[src/rtl/core_bus_xbar.sv]
// ---------------------------------------------------------------------------
// core_bus_xbar
//
// Core-side crossbar. Connects NB_MASTER core request ports (req/gnt/rvalid)
// to NB_SLAVE single-port SRAM-style slaves with one-cycle read latency.
// Each slave, plus an internal error slave for unmapped addresses, has its
// own round-robin arbiter. Grants are combinational. Responses arrive one
// cycle after the grant.
//
// Optional feature macro: CORE_BUS_ERR_EN
//   When defined, adds m_err_o (pulses with rvalid for accesses decoded to
//   the error slave) and err_addr_o (first unmapped address after reset).
//
// Ports:
//   clk_i, rst_ni             clock, asynchronous active-low reset
//   start_addr_i, end_addr_i  per-slave inclusive byte-address regions
//   m_req_i / m_gnt_o         master request / combinational grant
//   m_rvalid_o, m_rdata_o     master response, one cycle after grant
//   m_addr_i, m_we_i, m_be_i, m_wdata_i   master request payload
//   s_req_o, s_addr_o, s_we_o, s_be_o, s_wdata_o   slave request (word addr)
//   s_rdata_i                 slave read data, valid the cycle after s_req_o
//   m_err_o, err_addr_o       only with CORE_BUS_ERR_EN
// ---------------------------------------------------------------------------
module core_bus_xbar #(
    parameter int NB_MASTER      = 2,
    parameter int NB_SLAVE       = 4,
    parameter int ADDR_WIDTH     = 32,
    parameter int DATA_WIDTH     = 32,
    parameter int SLV_ADDR_WIDTH = 15,
    parameter logic [DATA_WIDTH-1:0] ERR_RDATA = 32'hBADC_0FFE
) (
    input  logic                                  clk_i,
    input  logic                                  rst_ni,
    input  logic [NB_SLAVE*ADDR_WIDTH-1:0]        start_addr_i,
    input  logic [NB_SLAVE*ADDR_WIDTH-1:0]        end_addr_i,
    input  logic [NB_MASTER-1:0]                  m_req_i,
    output logic [NB_MASTER-1:0]                  m_gnt_o,
    output logic [NB_MASTER-1:0]                  m_rvalid_o,
    input  logic [NB_MASTER*ADDR_WIDTH-1:0]       m_addr_i,
    input  logic [NB_MASTER-1:0]                  m_we_i,
    input  logic [NB_MASTER*DATA_WIDTH/8-1:0]     m_be_i,
    input  logic [NB_MASTER*DATA_WIDTH-1:0]       m_wdata_i,
    output logic [NB_MASTER*DATA_WIDTH-1:0]       m_rdata_o,
`ifdef CORE_BUS_ERR_EN
    output logic [NB_MASTER-1:0]                  m_err_o,
    output logic [ADDR_WIDTH-1:0]                 err_addr_o,
`endif
    output logic [NB_SLAVE-1:0]                   s_req_o,
    output logic [NB_SLAVE*SLV_ADDR_WIDTH-1:0]    s_addr_o,
    output logic [NB_SLAVE-1:0]                   s_we_o,
    output logic [NB_SLAVE*DATA_WIDTH/8-1:0]      s_be_o,
    output logic [NB_SLAVE*DATA_WIDTH-1:0]        s_wdata_o,
    input  logic [NB_SLAVE*DATA_WIDTH-1:0]        s_rdata_i
);

    localparam int BE_WIDTH = DATA_WIDTH / 8;
    localparam int OFFSET   = $clog2(BE_WIDTH);
    localparam int MST_W    = (NB_MASTER > 1) ? $clog2(NB_MASTER) : 1;
    localparam int NB_TGT   = NB_SLAVE + 1;
    localparam int TGT_W    = $clog2(NB_TGT);
    // The error slave sits one index past the last real slave.
    localparam int ERR_IDX  = NB_SLAVE;

    logic [ADDR_WIDTH-1:0] m_addr     [NB_MASTER];
    logic [BE_WIDTH-1:0]   m_be       [NB_MASTER];
    logic [DATA_WIDTH-1:0] m_wdata    [NB_MASTER];
    logic [ADDR_WIDTH-1:0] start_addr [NB_SLAVE];
    logic [ADDR_WIDTH-1:0] end_addr   [NB_SLAVE];
    logic [TGT_W-1:0]      tgt        [NB_MASTER];
    logic [NB_MASTER-1:0]  req_act;

    logic [NB_TGT-1:0]     gnt_vld;
    logic [MST_W-1:0]      win        [NB_TGT];
    logic [MST_W-1:0]      ptr_q      [NB_TGT];
    logic [NB_TGT-1:0]     resp_vld_q;
    logic [MST_W-1:0]      resp_own_q [NB_TGT];
    logic [DATA_WIDTH-1:0] rdata      [NB_MASTER];

    // Requests are masked while reset is held, so no grant or slave strobe
    // can leak out during reset.
    assign req_act = m_req_i & {NB_MASTER{rst_ni}};

    // Split the flat port buses into per-master and per-slave fields.
    always_comb begin
        for (int m = 0; m < NB_MASTER; m++) begin
            m_addr[m]  = m_addr_i[m*ADDR_WIDTH +: ADDR_WIDTH];
            m_be[m]    = m_be_i[m*BE_WIDTH +: BE_WIDTH];
            m_wdata[m] = m_wdata_i[m*DATA_WIDTH +: DATA_WIDTH];
        end
        for (int s = 0; s < NB_SLAVE; s++) begin
            start_addr[s] = start_addr_i[s*ADDR_WIDTH +: ADDR_WIDTH];
            end_addr[s]   = end_addr_i[s*ADDR_WIDTH +: ADDR_WIDTH];
        end
    end

    // Address decode: scanning from the highest index down lets the lowest
    // matching region win when regions overlap.
    always_comb begin
        for (int m = 0; m < NB_MASTER; m++) begin
            tgt[m] = TGT_W'(ERR_IDX);
            for (int s = NB_SLAVE - 1; s >= 0; s--) begin
                if (m_addr[m] >= start_addr[s] && m_addr[m] <= end_addr[s]) begin
                    tgt[m] = TGT_W'(s);
                end
            end
        end
    end

    // Per-target round-robin: the first requester found when walking
    // forward from ptr_q wins.
    always_comb begin
        logic [MST_W:0]   sum;
        logic [MST_W-1:0] idx;
        sum = '0;
        idx = '0;
        for (int t = 0; t < NB_TGT; t++) begin
            gnt_vld[t] = 1'b0;
            win[t]     = '0;
            for (int k = 0; k < NB_MASTER; k++) begin
                sum = {1'b0, ptr_q[t]} + (MST_W+1)'(k);
                if (sum >= (MST_W+1)'(NB_MASTER)) begin
                    sum = sum - (MST_W+1)'(NB_MASTER);
                end
                idx = sum[MST_W-1:0];
                if (!gnt_vld[t] && req_act[idx] && tgt[idx] == TGT_W'(t)) begin
                    gnt_vld[t] = 1'b1;
                    win[t]     = idx;
                end
            end
        end
    end

    // A master targets exactly one slave, so at most one arbiter grants it.
    always_comb begin
        m_gnt_o = '0;
        for (int t = 0; t < NB_TGT; t++) begin
            if (gnt_vld[t]) begin
                m_gnt_o[win[t]] = 1'b1;
            end
        end
    end

    // Forward the winning request to its slave; idle slaves see all zeros.
    always_comb begin
        s_req_o   = '0;
        s_addr_o  = '0;
        s_we_o    = '0;
        s_be_o    = '0;
        s_wdata_o = '0;
        for (int s = 0; s < NB_SLAVE; s++) begin
            if (gnt_vld[s]) begin
                s_req_o[s] = 1'b1;
                s_addr_o[s*SLV_ADDR_WIDTH +: SLV_ADDR_WIDTH] =
                    SLV_ADDR_WIDTH'((m_addr[win[s]] - start_addr[s]) >> OFFSET);
                s_we_o[s] = m_we_i[win[s]];
                s_be_o[s*BE_WIDTH +: BE_WIDTH] = m_be[win[s]];
                s_wdata_o[s*DATA_WIDTH +: DATA_WIDTH] = m_wdata[win[s]];
            end
        end
    end

    // Remember who owns each target's response for the next cycle and move
    // the round-robin pointer past the winner.
    always_ff @(posedge clk_i or negedge rst_ni) begin
        if (!rst_ni) begin
            resp_vld_q <= '0;
            for (int t = 0; t < NB_TGT; t++) begin
                resp_own_q[t] <= '0;
                ptr_q[t]      <= '0;
            end
        end else begin
            resp_vld_q <= gnt_vld;
            for (int t = 0; t < NB_TGT; t++) begin
                if (gnt_vld[t]) begin
                    resp_own_q[t] <= win[t];
                    ptr_q[t]      <= (win[t] == MST_W'(NB_MASTER - 1)) ? '0 : win[t] + MST_W'(1);
                end
            end
        end
    end

    // Route each pending response to its owner. Error-slave responses always
    // carry ERR_RDATA; writes to it are simply never forwarded anywhere.
    always_comb begin
        m_rvalid_o = '0;
`ifdef CORE_BUS_ERR_EN
        m_err_o = '0;
`endif
        for (int m = 0; m < NB_MASTER; m++) begin
            rdata[m] = '0;
        end
        for (int s = 0; s < NB_SLAVE; s++) begin
            if (resp_vld_q[s]) begin
                m_rvalid_o[resp_own_q[s]] = 1'b1;
                rdata[resp_own_q[s]]      = s_rdata_i[s*DATA_WIDTH +: DATA_WIDTH];
            end
        end
        if (resp_vld_q[ERR_IDX]) begin
            m_rvalid_o[resp_own_q[ERR_IDX]] = 1'b1;
            rdata[resp_own_q[ERR_IDX]]      = ERR_RDATA;
`ifdef CORE_BUS_ERR_EN
            m_err_o[resp_own_q[ERR_IDX]]    = 1'b1;
`endif
        end
    end

    // Flatten per-master read data back onto the port bus.
    always_comb begin
        m_rdata_o = '0;
        for (int m = 0; m < NB_MASTER; m++) begin
            m_rdata_o[m*DATA_WIDTH +: DATA_WIDTH] = rdata[m];
        end
    end

`ifdef CORE_BUS_ERR_EN
    logic                  err_seen_q;
    logic [ADDR_WIDTH-1:0] err_addr_q;

    // Only the first unmapped address after reset is kept, so a later burst
    // of bad accesses cannot hide the original fault.
    always_ff @(posedge clk_i or negedge rst_ni) begin
        if (!rst_ni) begin
            err_seen_q <= 1'b0;
            err_addr_q <= '0;
        end else if (gnt_vld[ERR_IDX] && !err_seen_q) begin
            err_seen_q <= 1'b1;
            err_addr_q <= m_addr[win[ERR_IDX]];
        end
    end

    assign err_addr_o = err_addr_q;
`endif

endmodule
[config.mk]
export PLATFORM = sky130hd
export DESIGN_NAME = core_bus_xbar
export DESIGN_NICKNAME = d
export VERILOG_FILES = /design/src/rtl/core_bus_xbar.sv
export SDC_FILE = /design/constraint.sdc
export NUM_CORES = 1
export LEC_CHECK = 0
export ABC_AREA = 0
export CORE_AREA = 3 3 309 311
export CTS_CLUSTER_SIZE = 10
export DETAILED_ROUTE_END_ITERATION = 10
export DIE_AREA = 0 0 312 314
export HOLD_SLACK_MARGIN = 0.02
export PLACE_DENSITY_LB_ADDON = 0.08
export SLEW_MARGIN = 10
export SYNTH_ARGS = -nofsm -noshare
export SYNTH_HDL_FRONTEND = slang
export SYNTH_SLANG_ARGS = --single-unit
[constraint.sdc]
create_clock -name clk_i -period 11.3 [get_ports clk_i]
set_input_delay 2.825 -clock clk_i [delete_from_list [all_inputs] [get_ports clk_i]]
set_output_delay 2.825 -clock clk_i [all_outputs]
set_load 0.005 [all_outputs]
Word-level counts from Yosys, hierarchy flattened
Cells that the tools add are included.
W data, S select, Z words.

operators by class
  add/subtract/negate cells = 24
  order comparisons = 80
  equality and inequality tests = 8
  mux-type cells = 205
  bitwise gates (word level) = 32
  reductions and logical operators = 45

operators with widths
  operator               number
  $mux W32               21
  $mux W64               5
  $ge A32 B32 Y1         8
  $le A32 B32 Y1         8
  $mux W17               12
  $bwmux W64             3
  $demux W32 S1          5
  $mux W3                38
  $mux W1                81
  $sub A17 B17 Y17       4
  $and A64 B64 Y64       1
  $mux W4                16
  $mux W15               4
  $ge A2 B2 Y1 const B   24
  $or A42 B42 Y42        1
  $lt A1 B2 Y1 const B   20
  $logic_and A1 B1 Y1    38
  $not A1 Y2             19
  $and A22 B22 Y22       1
  $not A22 Y22           1
  $mux W2                10
  $or A2 B2 Y2           8
  $eq A3 B2 Y1 const B   4
  $add A1 B1 Y2 const B  5
  11 further kinds       57

word-level totals
  bits in registers = 15
  input port bits = 526
  output and inout port bits = 280
  logic and storage cells = 405

Longest topological paths before layout
Gate-level depths: netlist of the first run.

  word-level depth = 29
  depth in mapped cells = 25
  gate-level depth less buffers = 23

Worst setup path after synthesis of the first run
Ideal clock, no wire load.

  path kind = input to output
  from = in m_addr_i[32]
  to = out s_addr_o[58]
  data arrival time = 7.928 ns
  required time = 8.475 ns
  slack = 0.547 ns
  stages on the path = 24
  path buffers = 2
  path through = inv_1 -> ha_1 -> nand2b_1 -> a2111oi_0 -> nor4_1 -> o311ai_0 -> a32o_1 -> o221ai_2 -> or4b_4 -> nor2_1 -> clkbuf_1 -> buf_2 -> mux2_2 -> ha_1 -> a21o_1 -> a21oi_1 -> nand2_1 -> a21oi_1 -> nor2_1 -> a31oi_4 -> o22ai_4 -> o221ai_4 -> and3_1 -> nor3_2

on the way
  longest elaborated chain between the ends = 22
  elaborated cells between the ends (all ways) = 38
  classes of those cells = 1 x add/sub; 8 x order compare; 2 x eq/ne; 18 x mux; 1 x bitwise; 8 x reduce/logical

RTL lines
  element                                           line  source
  start, declared                                   39    input logic [NB_MASTER*ADDR_WIDTH-1:0] m_addr_i,
  $ge A32 B32 Y1 or $le A32 B32 Y1 (tied branches)  102   if (m_addr[m] >= start_addr[s] && m_addr[m] <= end_addr[s]) begin
  $logic_and A1 B1 Y1                               102
  $mux W3 (4 in a row)                              102
  $mux W3 (not written as such) (3 in a row)        125   if (!gnt_vld[t] && req_act[idx] && tgt[idx] == TGT_W'(t)) begin
  $eq A3 B2 Y1                                      125
  $logic_and A1 B1 Y1                               125
  $mux W1                                           125
  $logic_not A1 Y1                                  125
  $logic_and A1 B1 Y1 (2 in a row)                  125
  $mux W1                                           125
  $not A1 Y2 (not written as such)                  154   SLV_ADDR_WIDTH'((m_addr[win[s]] - start_addr[s]) >> OFFSET);
  $mux W17 (not written as such) (3 in a row)       154
  $sub A17 B17 Y17                                  154
  $mux W15 *                                        151   if (gnt_vld[s]) begin
  end, declared                                     49    output logic [NB_SLAVE*SLV_ADDR_WIDTH-1:0] s_addr_o,

Mark *: on every way between the ends. The rest lies on a longest branch, timed or not. The select of a mux whose other input is x is not followed.

Final worst setup path of the first run
  from = in m_addr_i[53]
  to = out s_addr_o[53]

on the way
  longest elaborated chain between the ends = 22
  elaborated cells between the ends (all ways) = 38
  classes of those cells = 1 x add/sub; 8 x order compare; 2 x eq/ne; 18 x mux; 1 x bitwise; 8 x reduce/logical

RTL lines
  element                                           line
  $ge A32 B32 Y1 or $le A32 B32 Y1 (tied branches)  102
  $logic_and A1 B1 Y1                               102
  $mux W3 (3 in a row)                              102
  $mux W3 *                                         102
  $mux W3 (not written as such) (3 in a row)        125
  $eq A3 B2 Y1                                      125
  $logic_and A1 B1 Y1                               125
  $mux W1                                           125
  $logic_not A1 Y1                                  125
  $logic_and A1 B1 Y1 (2 in a row)                  125
  $mux W1                                           125
  $not A1 Y2 (not written as such)                  154
  $mux W17 (not written as such) (3 in a row)       154
  $sub A17 B17 Y17                                  154
  $mux W15 *                                        151

Marked as above.

==> results of run 1 <==
==> registers in the layout, indices dropped and copies added (netlist names) <==
register,count
ptr_q,5
resp_vld_q,5
resp_own_q,5
==> kinds of logic after synthesis <==
logic type | Yosys count
compound gates | 794
xor+xnor | 48
fa+ha+maj | 572
buf+inv | 382
flops | 15
mux | 104
simple gates | 775
==> per-stage QoR <==
| step | power (uW) | setup TNS (ps) | cell area [sq um] |
|---|---|---|---|
| 4_1_cts | 1970 | -6.65 | 34800 |
| 3_5_place_dp | 1860 | -20560 | 34100 |
| 2_1_floorplan | 828 | 0 | 19700 |
| 6_report | 2030 | 0 | 35800 |
| 3_3_place_gp | 1870 | -21260 | 34100 |
| 5_1_grt | 2190 | -194 | 35800 |
==> layout by cell type (no fill, tap or decap), types with 33 or more instances in the layout <==
master,Yosys,final
a21o_1,113,113
a21oi_1,230,209
a221oi_1,73,67
a22o_1,74,74
buf_4,4,615
buf_6,0,33
clkdlybuf4s50_1,0,723
dlymetal6s2s_1,0,46
ha_1,572,537
ha_4,0,34
inv_1,281,270
mux2_2,60,55
mux2i_1,44,44
nand2_1,212,209
nand3_1,81,78
nand4_1,90,90
nor2_1,188,180
nor3_1,47,43
o21ai_0,101,82
o22ai_1,38,35
==> cell type report <==
class / instances / area (sq um) / share of cell area, %
multi-input cells: 2293 / 19100 / 53.4
repair buffers: 1478 / 13600 / 38.0
well taps: 1254 / 1570 / 4.38
inverters: 281 / 1050 / 2.94
flip-flops and latches: 15 / 375 / 1.05
clock buffers: 3 / 75.1 / 0.209
clock inverters: 1 / 5.00 / 0.0140
diodes: 2 / 5.00 / 0.0140
==> metal layers <==
layer  vias to the layer above  track usage [%]  wire length, microns
met5                         -                0                    35
met4                         6             3.45                  2550
met3                       101             3.66                  7700
met2                       904             40.8                 58200
met1                     12400             34.7                 60400
li1                      12900                -                     -
==> power groups by stage <==
stage                     Sequential [uW]  Clock, uW  Combinational (uW)
after global routing                 91.3       74.9                2030
after global placement               88.4          0                1780
after detailed placement             88.4          0                1770
after CTS                            87.8       72.2                1810
after floorplan                      81.3          0                 746
final                                88.4       70.0                1870
==> worst max path at each step <==
stage | slack (ps) | to | start | cells after the start
after detailed placement | -940 | s_addr_o[58] | m_addr_i[57] | 25
final | 20 | s_addr_o[53] | m_addr_i[53] | 28
after floorplan | 550 | s_addr_o[58] | m_addr_i[32] | 24
after global routing | -130 | s_addr_o[53] | start_addr_i[41] | 27
after global placement | -980 | s_addr_o[53] | m_addr_i[57] | 27
after CTS | -7 | s_addr_o[53] | start_addr_i[91] | 28
==> repair_timing <==
action	in CTS	in global routing
setup endpoints to repair	51	42
pin swaps	44	96
resized for setup	140	206
hold buffers	0	0
buffers inserted	10	21
==> impl_metrics.toml, run 1 <==
[worst_hold_path]
hold-path-cell-count = 1
min-delay-start = "ptr_q[0]"
hp-class = "flip-flop to flip-flop"
holdPathEnd = "ptr_q[0]"

[cts]
cts_max_path_buffers = 2
htreeDepth = 1
cts.clk_slew.worst_paths_ps = 50
cts_tree = "done"
cts_root_buf = "clkbuf_16"
clock_sinks = 15
clock_latency_ps = 250
numCtsBuffers = 3

[route]
wirelength_mm = 129
drtIter0Drc = 1778
antenna_left = 0
routedWlPerCell_microns = 24.2
firstDrtPassIters = 5
drc_errors = 0
vias = 26300
via_per_inst = 4.94

[floorplan]
fp.dieArea_sq_um = 98000
placeableCoreArea_sq_um = 93000
rows = 112
io_pins = 806
initial_core_util_pct = 21.2
fp.dieH_microns = 314
die_x_microns = 312

[timing]
max_freq_ghz = 0.0887
period_share_pct = 99.8
drv_slew = 0
fin_ws_ps = 23.5
fin_crit_ps = 11280
rsz0062_at_grt = "true"
setup_viol = 0
relSlewSlack_pct = 22.8
clock_skew_ps = 2.02
hold_violations = 0
tightest_slew_ps = 1160
hold_slack_ps = 483

[yosys]
synth_top_area_share_pct = 36.3
synthTopCellsByArea = "ha_1 36%, a21oi_1 5.8%, inv_1 5.3%"
synth_area_per_cell_sq_um = 7.34
synthArstFlopShare_pct = 100
synthCells = 2690
synth_compound_area_share_pct = 27.6
synth-edff-count = 0
yosysMostFrequentCell = "ha_1"
synth_cell_types = 80
synth_xor_area_share_pct = 2.13
synth_fa_ha_area_share_pct = 36.3
synth_ff_type = "dfrtp_1"
yosysWarnings = 0
synth_top_family_by_area = "adder cells"
yosysSeqAreaShare_pct = 1.90
synth-seq-cells = 15
synth_largest_area_cell = "ha_1"
netlist_area_sq_um = 19700
synthTopCellsByCount = "572 x ha_1, 281 x inv_1, 230 x a21oi_1"
synth.mux.area_fraction_pct = 5.65
synth_nets = 3788
yosys.area_share.simple_pct = 19.1

[global_route]
grt_pass1_wl_mm = 182
grt_max_degree = 66
grt_overflow_total = 0
grt_pass1_vias = 26000
grt_util_all_layers_pct = 24.7
antenna_found_initial = 8

[placement]
portBuffers = 805
dp_cells = 5290
dp_slack_ps = -941
place_congestion = 0.899
post-dp-hpwl_mm = 109

[cells_and_area]
nFillCells = 9939
final_util_pct = 38.5
fin_nets = 5170
syn_to_final_growth_pct = 81.5
instances_no_fill = 5327
drive_gt1_share_pct = 22.7

[power]
p_clk_share_pct = 3.4
leakagePower_uw = 0.0177
power_density_nw_per_um2 = 56.6
p_int_uw = 1080
p_seq_share_pct = 4.4
switching_share_pct = 46.6
vdd_ir_drop_max_v = 0.0000462
combPwrFrac_pct = 92.2
switchingPower_uw = 947

[setup_path]
rrSetupSlack_ps = 9560
cpMostUsedCell = "buf_6"
r2r_start = "ptr_q[4]"
critPathMaxStageDelay_ps = 590
arrival_ps = 8450
r2r_cells = 8
worstPathRequired_ps = 8480
path_delay_family = "compound AO/OA/AOI/OAI gates"
r2r_end = "resp_own_q[4]"
crit_path_end_kind = "output pin"
critical_path_buf_inv_count = 8
worstPathMaxFanout = 8
critPathLaunchType = "primary input"
slowest_stage = "or4b_4"
path_class = "primary input to output pin"

[outcome]
status = "finished clean"

[job]
drv_cap = 0
Note: power is estimated with default switching activity, not from simulation.
==> run 2, diff against run 1 <==
--- a/config.mk
+++ b/config.mk
@@ -12,6 +12,7 @@
 export DIE_AREA = 0 0 312 314
 export HOLD_SLACK_MARGIN = 0.02
 export PLACE_DENSITY_LB_ADDON = 0.08
+export SETUP_SLACK_MARGIN = 0.05
 export SLEW_MARGIN = 10
 export SYNTH_ARGS = -nofsm -noshare
 export SYNTH_HDL_FRONTEND = slang
==> run 2 against run 1 <==
  * Register-to-register slack improved by 100 ps
  * Global-route usage barely moved
  * Sequential power barely moved
  * Cell count barely moved
  * Flip-flop and latch count did not move
  * Non-clock buffer count did not move
  * First-iteration DRC count fell by 6.0%
  * Worst setup slack improved by 11 ps
  * Die area did not move
  * Hold slack barely moved
  * Fmax barely moved
==> impl_metrics.toml, run 2 (synthesized netlist as in run 1, its figures left out) <==
[route]
antenna_left = 0
firstDrtPassIters = 7
via_per_inst = 4.91
routedWlPerCell_microns = 24.1
drc_errors = 0
wirelength_mm = 129
vias = 26200
drtIter0Drc = 1671

[setup_path]
crit_path_end_kind = "output pin"
path_class = "primary input to output pin"
r2r_end = "resp_own_q[4]"
worstPathMaxFanout = 6
r2r_cells = 7
rrSetupSlack_ps = 9660
critPathLaunchType = "primary input"
arrival_ps = 8440
worstPathRequired_ps = 8480
r2r_start = "ptr_q[4]"

[floorplan]
fp.dieH_microns = 314
placeableCoreArea_sq_um = 93000
fp.dieArea_sq_um = 98000
rows = 112
die_x_microns = 312
initial_core_util_pct = 21.2
io_pins = 806

[global_route]
grt_max_degree = 66
grt_overflow_total = 0
grt_pass1_vias = 26000
grt_pass1_wl_mm = 182
grt_util_all_layers_pct = 24.7
antenna_found_initial = 7

[worst_hold_path]
hp-class = "flip-flop to flip-flop"
holdPathEnd = "ptr_q[0]"
hold-path-cell-count = 1
min-delay-start = "ptr_q[0]"

[timing]
hold_violations = 0
period_share_pct = 99.7
drv_slew = 0
rsz0062_at_grt = "true"
clock_skew_ps = 2.14
tightest_slew_ps = 1200
fin_crit_ps = 11270
max_freq_ghz = 0.0888
setup_viol = 0
relSlewSlack_pct = 20.0

[job]
drv_cap = 0

[power]
power_density_nw_per_um2 = 56.7
vdd_ir_drop_max_v = 0.0000464
leakagePower_uw = 0.0176

[placement]
dp_cells = 5290
place_congestion = 0.899
portBuffers = 805
post-dp-hpwl_mm = 109

[cells_and_area]
fin_nets = 5170
drive_gt1_share_pct = 22.5
nFillCells = 9951
final_util_pct = 38.4
instances_no_fill = 5329
largestRegisters = "ptr_q x5, resp_own_q x5, resp_vld_q x5"
syn_to_final_growth_pct = 81.0
final_common_cell = "clkdlybuf4s50_1"
layout_common_cells = "727 x clkdlybuf4s50_1, 615 x buf_4, 544 x ha_1"

[cts]
cts_root_buf = "clkbuf_16"
cts_tree = "done"
cts.clk_slew.worst_paths_ps = 50
hold_buffers = 0
clock_latency_ps = 250
cts_max_path_buffers = 2
clock_sinks = 15
htreeDepth = 1
numCtsBuffers = 3

[outcome]
status = "finished clean"
## run 2: cell types whose count changed in the layout (fill, tap and decap cells not counted), moves of 4 or more
cell             change
ha_1                 +7
ha_4                 -8
dlygate4sd2_1        +5
dlymetal6s2s_1      -11
clkdlybuf4s50_1      +4
## run 2: report_power, final
part	internal [uW]	total (uW)	switching, uW
Combinational	961	1870	906
Clock	47.3	70.0	22.7
Sequential	71.5	88.4	16.9
## run 2: area by class of cell
class | count | area, sq um | share of cell area (%)
diodes | 4 | 10.0 | 0.0280
well taps | 1254 | 1570 | 4.39
inverters | 281 | 1050 | 2.95
clock buffers | 3 | 75.1 | 0.210
repair buffers | 1478 | 13600 | 38.0
clock inverters | 1 | 5.00 | 0.0140
flip-flops and latches | 15 | 375 | 1.05
multi-input cells | 2293 | 19100 | 53.3
## run 2: how the worst max path moves through the flow
stage                     slack (ps)             start  cells past startpoint      endpoint
after floorplan                  550      m_addr_i[32]                     24  s_addr_o[58]
after global routing            -180      m_addr_i[33]                     29  s_addr_o[53]
after global placement          -980      m_addr_i[57]                     27  s_addr_o[53]
final                             30  start_addr_i[91]                     28  s_addr_o[53]
after CTS                         -7  start_addr_i[91]                     28  s_addr_o[53]
after detailed placement        -940      m_addr_i[57]                     25  s_addr_o[58]
## run 2: critical path, cell delays in order
cell and delay [ps]:
clkdlybuf4s50_1 460, inv_1 60, ha_1 290, and2_1 170, a221o_1 340, a221oi_2 290
buf_4 160, o21ai_0 80, buf_4 160, o22ai_4 210, or4b_4 530, nor2_4 260
buf_6 150, mux2_2 330, ha_2 170, a21o_1 170, a21o_1 190, a21oi_2 190
a21oi_2 110, a31oi_4 170, buf_4 140, buf_6 80, nor2b_1 40, nor2_2 120
xor2_2 260, nor2_1 80, buf_4 150, dlygate4sd2_1 250
## run 2: timing repair
action | 4_1_cts | 5_1_grt
buffers inserted | 10 | 21
pin swaps | 49 | 92
cloned | 0 | 0
setup endpoints to repair | 55 | 44
gates resized for setup | 157 | 179
## run 2: through the flow
step	TNS [ps]	hold WS, ps	instance area (sq um)	setup WS (ps)	power, uW
5_1_grt	-475	493	35700	-175	2190
3_3_place_gp	-21260	463	34100	-984	1870
4_1_cts	-6.65	481	34800	-6.65	1980
2_1_floorplan	0	450	19700	547	828
3_5_place_dp	-20560	469	34100	-941	1860
6_report	0	483	35700	34.1	2030
## run 2: metal layers
metal / global-route usage, % / part of all wire (%) / up-vias
li1: - / - / 12900
met1: 34.7 / 47 / 12300
met2: 40.9 / 45 / 809
met3: 3.65 / 5.6 / 94
met4: 3.45 / 1.8 / 6
met5: 0 / 0.027 / -
